$ cat src/rtl/div_pkg.sv
// Shared definitions for the sequential divider.
//   DIV_W   : default divisor/quotient/remainder width
//   state_e : controller states
package div_pkg;
    localparam int DIV_W = 16;

    typedef enum logic [1:0] {
        IDLE = 2'd0,
        CALC = 2'd1,
        DONE = 2'd2
    } state_e;
endpackage

$ cat src/rtl/div_step.sv
// One restoring-division step (combinational).
//   rem_i : partial remainder (N+1 bits, always < divisor on entry)
//   bit_i : next dividend bit, shifted in at the LSB
//   dvs_i : divisor
//   rem_o : next partial remainder
//   q_o   : quotient bit produced by this step
module div_step #(
    parameter int N = 16
) (
    input  logic [N:0]   rem_i,
    input  logic         bit_i,
    input  logic [N-1:0] dvs_i,
    output logic [N:0]   rem_o,
    output logic         q_o
);
    logic [N+1:0] sh;
    logic [N+1:0] dv;

    always_comb begin
        sh    = {rem_i, bit_i};
        dv    = {2'b00, dvs_i};
        q_o   = (sh >= dv);
        // After a subtract the result is below the divisor, so N+1 bits hold it.
        rem_o = q_o ? (N+1)'(sh - dv) : sh[N:0];
    end
endmodule

$ cat src/rtl/div_seq.sv
// Sequential unsigned divider, 2N-bit dividend by N-bit divisor,
// one restoring step per cycle with a valid/ready handshake on each side.
//   clk, rst_n           : clock, synchronous active-low reset
//   in_valid/in_ready    : operand handshake (ready only in IDLE)
//   dividend, divisor    : operands
//   out_valid/out_ready  : result handshake (valid only in DONE)
//   quotient, remainder  : result, held until the next result or reset
//   ovf                  : overflow or divide-by-zero, qualified by out_valid
module div_seq
    import div_pkg::*;
#(
    parameter int N = DIV_W
) (
    input  logic           clk,
    input  logic           rst_n,
    input  logic           in_valid,
    output logic           in_ready,
    input  logic [2*N-1:0] dividend,
    input  logic [N-1:0]   divisor,
    output logic           out_valid,
    input  logic           out_ready,
    output logic [N-1:0]   quotient,
    output logic [N-1:0]   remainder,
    output logic           ovf
);
    localparam int CW = $clog2(N + 1);

    state_e        state_q, state_d;
    logic [N:0]    rem_q, rem_d;
    // Low dividend half; bits leave at the MSB while quotient bits enter
    // at the LSB, so after N steps this register holds the quotient.
    logic [N-1:0]  lo_q, lo_d;
    logic [N-1:0]  dvs_q, dvs_d;
    logic [CW-1:0] cnt_q, cnt_d;
    logic [N-1:0]  quo_q, quo_d;
    logic [N-1:0]  rmd_q, rmd_d;
    logic          ovf_q, ovf_d;

    logic [N:0]    step_rem;
    logic          step_q;

    div_step #(.N(N)) u_step (
        .rem_i (rem_q),
        .bit_i (lo_q[N-1]),
        .dvs_i (dvs_q),
        .rem_o (step_rem),
        .q_o   (step_q)
    );

    always_comb begin
        state_d = state_q;
        rem_d   = rem_q;
        lo_d    = lo_q;
        dvs_d   = dvs_q;
        cnt_d   = cnt_q;
        quo_d   = quo_q;
        rmd_d   = rmd_q;
        ovf_d   = ovf_q;
        case (state_q)
            IDLE: begin
                if (in_valid) begin
                    dvs_d = divisor;
                    // Quotient would not fit in N bits (or divisor is zero).
                    if (divisor == '0 || dividend[2*N-1:N] >= divisor) begin
                        state_d = DONE;
                        quo_d   = '1;
                        rmd_d   = '0;
                        ovf_d   = 1'b1;
                    end else begin
                        state_d = CALC;
                        rem_d   = {1'b0, dividend[2*N-1:N]};
                        lo_d    = dividend[N-1:0];
                        cnt_d   = '0;
                    end
                end
            end
            CALC: begin
                rem_d = step_rem;
                lo_d  = (lo_q << 1) | N'(step_q);
                cnt_d = cnt_q + CW'(1);
                if (cnt_q == CW'(N - 1)) begin
                    state_d = DONE;
                    quo_d   = (lo_q << 1) | N'(step_q);
                    rmd_d   = step_rem[N-1:0];
                    ovf_d   = 1'b0;
                end
            end
            DONE: begin
                if (out_ready) state_d = IDLE;
            end
            default: state_d = IDLE;
        endcase
    end

    always_ff @(posedge clk) begin
        if (!rst_n) begin
            state_q <= IDLE;
            rem_q   <= '0;
            lo_q    <= '0;
            dvs_q   <= '0;
            cnt_q   <= '0;
            quo_q   <= '0;
            rmd_q   <= '0;
            ovf_q   <= 1'b0;
        end else begin
            state_q <= state_d;
            rem_q   <= rem_d;
            lo_q    <= lo_d;
            dvs_q   <= dvs_d;
            cnt_q   <= cnt_d;
            quo_q   <= quo_d;
            rmd_q   <= rmd_d;
            ovf_q   <= ovf_d;
        end
    end

    assign in_ready  = (state_q == IDLE);
    assign out_valid = (state_q == DONE);
    assign quotient  = quo_q;
    assign remainder = rmd_q;
    assign ovf       = ovf_q;
endmodule

$ cat config.mk
export PLATFORM = sky130hd
export DESIGN_NAME = div_seq
export DESIGN_NICKNAME = d
export VERILOG_FILES = /design/src/rtl/div_pkg.sv /design/src/rtl/div_step.sv /design/src/rtl/div_seq.sv
export SDC_FILE = /design/constraint.sdc
export NUM_CORES = 1
export LEC_CHECK = 0
export ABC_CLOCK_PERIOD_IN_PS = 5000
export BUFFER_PORTS_ARGS = -buffer_cell sky130_fd_sc_hd__buf_2
export CORE_MARGIN = 2
export CORE_UTILIZATION = 35
export DETAILED_ROUTE_END_ITERATION = 10
export SYNTH_ARGS = -nofsm -noshare
export SYNTH_HDL_FRONTEND = slang
export SYNTH_SLANG_ARGS = --single-unit
$ cat constraint.sdc
create_clock -name clk -period 5 [get_ports clk]
set_input_delay 0.75 -clock clk [delete_from_list [all_inputs] [get_ports clk]]
set_output_delay 0.75 -clock clk [all_outputs]
set_load 0.1 [all_outputs]
==> impl_results.md, run 1 <==
* Status: completed
* CTS tree: built
* Largest net degree at the start of global routing at 56
* Synth Instances at 664
* Sequential fraction of the synthesis area at 35.0%
* Final Max Tran Viols at 0
* Max rail drop VDD at 155 uV
* Site Rows at 44
* CTS Sinks at 89
* Vias in the first global route at 4200
* Die height at 125 um
* Total number of yosys warnings at 0
* R2R Path Start: lo_q[15]
* Crit Path Max Fanout at 25
* Vias/cell at 5.13
* Leak at 2.63 nW
* Crit share post-route at 64.0%
* Final net count at 815
* Synth cell types at 61
* Largest family of logic cells by synthesized area: simple AND/OR/NAND/NOR gates
* Slew HR at 28.0%
* Post-DP HPWL at 10000 um
* N_diodes at 0
* WHS Path Cells at 2
* Worst endpoint required time at 5250 ps
* H-tree depth reported by CTS at 3
* Post-synthesis simple-gate area fraction at 22.8%
* Synth Flop Type: dfxtp_1
* Ranking of synthesized cells by area: dfxtp_1 (35%), ha_1 (8.4%), nand2_1 (8.0%)
* Routability congestion estimate at 0.921
* Unrepaired setup endpoints after global routing: false
* HP Start: dvs_q[9]
* Synth cell count leaders: nand2_1 (109), nor2_1 (92), dfxtp_1 (89), a21oi_1 (65), inv_1 (41)
* Syn nets at 751
* GRT Overall Usage at 17.7%
* Total gr overflow at 0
* Max cap viols at 0
* Syn Area/Cell at 7.66 um2
* Clock Latency Late Sink at 360 ps
* Residual DRC at 0
* Number of gates resized after CTS at 0
* PD cells at 430 mW/mm2
* Async set-or-reset flop fraction in the synthesized netlist at 0%
* Cts hold-fix bufs at 0
* Endpoint, Worst Hold: dvs_q[9]
* Post-synthesis mux area share at 3.10%
* Max Buffers Root-to-Sink at 2
* Die footprint at 0.0155 mm2
* Most instantiated library cell after synthesis: nand2_1
* Final Skew at 9.00 ps
* Pwr Total at 2.55 mW
* Post-Synth XOR/XNOR Area at 2.24%
* Synth Area in Adders at 8.75%
* Setup crit start kind: flip-flop
* FF+latch count, synth at 89
* Detail Route Antenna Nets at 0
* Postcts setup bufs at 0
* Post-synth EDFFs at 0
* Fin. Hold Viols at 0
* Critical path data arrival time at 3450 ps
* Slew @ Worst Pin at 1080 ps
* Post-placement cell area at 0.00564 mm2
* Crit end category: flip-flop
* Post-Layout Inst Area at 0.00593 mm2
* Tmin final at 3200 ps
* IO Pins at 87
* CTS Root Cell: clkbuf_16
* R2R setup slack at 1800 ps
* Layout cells sized above 1 at 17.1%
* Area share of the largest cell type after synthesis at 35.0%
* Fin Hold WS at 453 ps
* PortBufs at 86
* Synth area leader: dfxtp_1
* Clock slew at reported path FFs at 70 ps
* DR pass1 iterations at 5
* Area delta synth->final at 16.6%
* CTS Buf Count at 9
* Total wire length at 13700 um
* Worst Hold Class: reg -> reg
* Setup Viol. Count Final at 0
* Maximum clock frequency at 313 MHz
* TNS Setup at 0 ps
* Synth Area in Compound Gates at 22.0%
* Reg2Reg Depth at 12
* Setup ws final at 1800 ps
* Core Area at 0.0144 mm2
* Worst r2r dst: rem_q[3]
* Mapped Area at 0.00509 mm2
* Initial antenna violation count at 0
* WL per Instance at 14.9 um
* Number of DRC markers in iteration 0 at 280
* Vias at 4705
* Crit Path Category: reg -> reg
* Initial core utilization at 35.4%
* Die Wd at 125 um
* First-pass GRT wire length at 22400 um
* Placement Setup Slack at 1690 ps
==> cells by family after synthesis <==
logic type | after synthesis
AOI/OAI and AO/OA | 167
xor gates and xnor gates | 13
adders and majority gates | 35
buffers and inverters | 80
DFF | 89
muxes | 15
and+or+nand+nor | 265
==> how the worst max path moves through the flow <==
stage,startpoint,to,slack (ps)
floorplan,state_q[1],dvs_q[10],2240
global placement,divisor[12],quotient[12],1730
detailed placement,dividend[16],quotient[5],1690
CTS,lo_q[15],remainder[0],1780
global route,lo_q[15],rem_q[3],1570
finish,lo_q[15],rem_q[3],1800
==> cells in the final DEF, fill, tap and decap left out, types with 5 or more instances in the layout <==
master,n
nand2_1,109
nor2_1,91
dfxtp_1,89
buf_2,86
a21oi_1,65
inv_1,41
ha_1,34
o21ai_0,23
a311oi_1,15
mux2i_1,12
and2_1,11
nand3_1,9
a211oi_1,9
xnor2_1,9
clkbuf_16,9
o21a_1,8
o22ai_1,7
nor4_1,7
nor3_1,7
a21o_1,6
and3_1,5
nor2b_1,5
nand4_1,5
a22oi_1,5
or3_1,5
==> through the flow <==
step	util (%)	cells
2_1_floorplan	-	664
3_3_place_gp	39.2	901
3_5_place_dp	39.2	901
4_1_cts	41.3	917
5_1_grt	41.3	917
6_report	41.3	917
==> sequential cells by signal (all words and copies together), names as in the netlist <==
register   flops
rem_q         17
remainder     16
quotient      16
cnt_q          5
ovf            1
dvs_q         16
lo_q          16
state_q        2
==> layer usage <==
layer	part of all wire, %	wire [um]	vias to the layer above	global-route usage, %
li1	-	-	2432	-
met1	54	7410	2159	27.4
met2	40	5540	100	24.8
met3	4.4	598	14	3.31
met4	1.2	159	0	4.76
met5	0	0	-	0
==> power by group <==
group	internal (mW)	switching [mW]	total [mW]
Clock	0.352	0.326	0.679
Combinational	0.361	0.677	1.04
Sequential	0.780	0.0538	0.834
==> layout make-up <==
type	instances	area (um2)
Multi-Input combinational cell	495	3010
Sequential cell	89	1780
Inverter	43	161
Timing Repair Buffer	90	460
Tap cell	184	230
Fill cell	1523	8430
Clock inverter	7	70.1
Clock buffer	9	225
==> worst max-delay path: stages (launching register included) <==
cell and delay, ps:
dfxtp_1 320, inv_1 70, ha_1 160, inv_1 50, fa_1 390, nand3_1 160
a21oi_2 90, nor3_4 290, a211oi_4 120, nor2_4 680, mux2i_1 400, a211oi_1 130
a31o_2 240
Note: power is estimated with default switching activity, not from simulation.
==> inputs of run 2 (changes only) <==
--- a/config.mk
+++ b/config.mk
@@ -5,7 +5,8 @@
 export SDC_FILE = /design/constraint.sdc
 export NUM_CORES = 1
 export LEC_CHECK = 0
-export ABC_CLOCK_PERIOD_IN_PS = 5000
+export ABC_AREA = 1
+export ABC_CLOCK_PERIOD_IN_PS = 3090
 export BUFFER_PORTS_ARGS = -buffer_cell sky130_fd_sc_hd__buf_2
 export CORE_MARGIN = 2
 export CORE_UTILIZATION = 35
==> constraint.sdc (replaced) <==
create_clock -name clk -period 3.09 [get_ports clk]
set_input_delay 0.4635 -clock clk [delete_from_list [all_inputs] [get_ports clk]]
set_output_delay 0.4635 -clock clk [all_outputs]
set_load 0.1 [all_outputs]
==> run 2 against run 1 <==
Effect of this change:
- non-clock buffer count increased by 9
- critical path depth decreased by 1
- die area increased by 8.8%
- fmax increased by 35%
- largest cell class unchanged
- sequential share of layout area decreased by 2.7 points
- sequential cell count unchanged
- count of clock-buffer cells in the layout increased by 2
- power increased to 2.7 times the previous value
- register-to-register slack got worse by 1100 ps
- combinational power increased to 3.9 times the previous value
==> impl_results.md, run 2 <==
* Post-DP HPWL at 12500 um
* Initial core utilization at 35.3%
* Number of DRC markers in iteration 0 at 392
* Reg2Reg Depth at 11
* Slew HR at 65.4%
* CTS Root Cell: clkbuf_16
* Synth Instances at 904
* CTS tree: built
* HP Start: out_ready
* Most instantiated library cell after synthesis: nand2_1
* Status: completed
* Max reg flops at 17
* Area delta synth->final at 17.4%
* IO Pins at 87
* Busiest grt layer: met2
* R2R Path Start: dvs_q[10]
* N_diodes at 0
* Vias in the first global route at 5272
* Unrepaired setup endpoints after global routing: false
* WL per Instance at 13.7 um
* Crit Path Max Fanout at 11
* Die height at 130 um
* GR Util met3 at 3.12%
* Clock Latency Late Sink at 360 ps
* Ranking of synthesized cells by area: dfxtp_1 (32%), nand2_1 (18%), nor2_1 (12%)
* Leak at 3.42 nW
* Fill cells at 1715
* Vias/cell at 4.72
* Synth cell count leaders: nand2_1 (269), nor2_1 (173), inv_1 (108), dfxtp_1 (89), nand3_1 (71)
* Final net count at 1067
* Crit Path Category: reg -> reg
* Detail Route Antenna Nets at 0
* Worst endpoint required time at 3380 ps
* CTS Buf Count at 9
* R2R setup slack at 730 ps
* Multi-input gate area at 0.00320 mm2
* Number of gates resized after CTS at 0
* Site Rows at 46
* Pwr Total at 6.76 mW
* Clk pwr share at 16.6%
* Critical path data arrival time at 2660 ps
* TNS Setup at 0 ps
* Final Skew at 8.17 ps
* Most flops, register: rem_q
* Critical path origin: dvs_q[10]
* Residual DRC at 0
* Sequential Power Share at 23.8%
* Post-Layout Inst Area at 0.00652 mm2
* Synth cell types at 37
* Postcts setup bufs at 0
* Fin util at 41.5%
* Clock slew at reported path FFs at 70 ps
* Mapped Area at 0.00555 mm2
* Die footprint at 0.0169 mm2
* Largest net degree at the start of global routing at 51
* Area share of the largest cell type after synthesis at 32.1%
* Worst r2r dst: remainder[10]
* Post-synth EDFFs at 0
* First-pass GRT wire length at 26800 um
* Synth Flop Type: dfxtp_1
* Routability congestion estimate at 0.958
* Combinational share of power at 59.6%
* Commonest non-fill, non-tap cell in the layout: nand2_1
* Synth area leader: dfxtp_1
* Vias at 5662
* Crit share post-route at 76.4%
* Cell-internal power at 3.16 mW
* Worst Hold Class: in -> reg
* Core Area at 0.0157 mm2
* Cts hold-fix bufs at 0
* Die Wd at 130 um
* Switching power at 3.61 mW
* Async set-or-reset flop fraction in the synthesized netlist at 0%
* Post-placement cell area at 0.00623 mm2
* GRT Overall Usage at 20.3%
* Setup crit start kind: flip-flop
* Crit end category: flip-flop
* Worst Setup EP: remainder[10]
* Fin. Hold Viols at 0
* Tmin final at 2360 ps
* CTS Sinks at 89
* Total number of yosys warnings at 0
* Max Buffers Root-to-Sink at 2
* PortBufs at 86
* Setup Viol. Count Final at 0
* Maximum clock frequency at 424 MHz
* Slew @ Worst Pin at 518 ps
* H-tree depth reported by CTS at 3
* Total gr overflow at 0
* Syn Area/Cell at 6.14 um2
* Sequential fraction of the synthesis area at 32.1%
* Initial antenna violation count at 0
* Total wire length at 16400 um
* Switch share at 53.3%
* M2 GR Usage at 31.3%
* GR Util met1 at 28.9%
* Most frequent cells in the layout: nand2_1 (269), nor2_1 (172), inv_1 (108)
* Register area at 0.00178 mm2
* Final Max Tran Viols at 0
* Max cap viols at 0
* DR pass1 iterations at 5
* PD cells at 1040 mW/mm2
* Syn nets at 991
* Layout cells sized above 1 at 13.3%
* Max rail drop VDD at 529 uV
* FF+latch count, synth at 89
==> run 2: area by class of cell <==
type	instances	area share, %
Tap cell	216	4.15
Sequential cell	89	27.3
Clock buffer	11	3.72
Multi-Input combinational cell	670	49.1
Clock inverter	4	0.787
Inverter	111	6.39
Timing Repair Buffer	99	8.48
==> run 2: cell families (layout without fill, tap and decap cells) <==
kind of cell | count (synthesis) | count (layout) | share of synthesized area, %
simple gates | 544 | 544 | 40.1
compound gates | 82 | 82 | 7.91
flops | 89 | 89 | 32.1
buf+inv | 145 | 225 | 10.4
fa+ha+maj | 35 | 35 | 8.02
xor+xnor | 9 | 9 | 1.42
==> run 2: how the worst min path moves through the flow <==
| stage | end | slack, ps | cells after the start |
|---|---|---|---|
| after detailed placement | lo_q[14] | 450 | 2 |
| after CTS | state_q[1] | 380 | 4 |
| after global routing | dvs_q[7] | 410 | 3 |
| after floorplan | rem_q[16] | 430 | 2 |
| after global placement | cnt_q[3] | 450 | 2 |
| final | state_q[1] | 380 | 4 |
==> run 2: power groups by stage <==
stage,combinational (mW),sequential [mW],clock [mW]
6_report,4.03,1.61,1.12
4_1_cts,4.01,1.61,1.14
3_3_place_gp,4.00,1.63,0
2_1_floorplan,2.25,2.50,0
5_1_grt,4.46,1.65,1.19
3_5_place_dp,3.99,1.63,0
==> run 2: per-layer routing <==
layer	share of wire (%)	vias up
li1	-	2956
met1	49	2549
met2	44	142
met3	5.3	15
met4	1.7	0
met5	0	-
==> run 2: critical path: stages (launching register included) <==
cell and delay [ps]:
dfxtp_1 340, inv_1 50, ha_1 370, nand2_1 150, nor4_1 420, nand2_2 130
nand2_4 150, buf_4 210, nand3_1 110, nand2_1 180, nor2_1 70, nor2_1 110
==> run 2: metrics by stage <==
step | instances | hold slack, ps | setup WS [ps]
after detailed placement | 1185 | 453 | 580
after CTS | 1200 | 378 | 766
final | 1200 | 383 | 729
after global placement | 1185 | 451 | 619
after global routing | 1200 | 405 | 536
after floorplan | 904 | 435 | 207
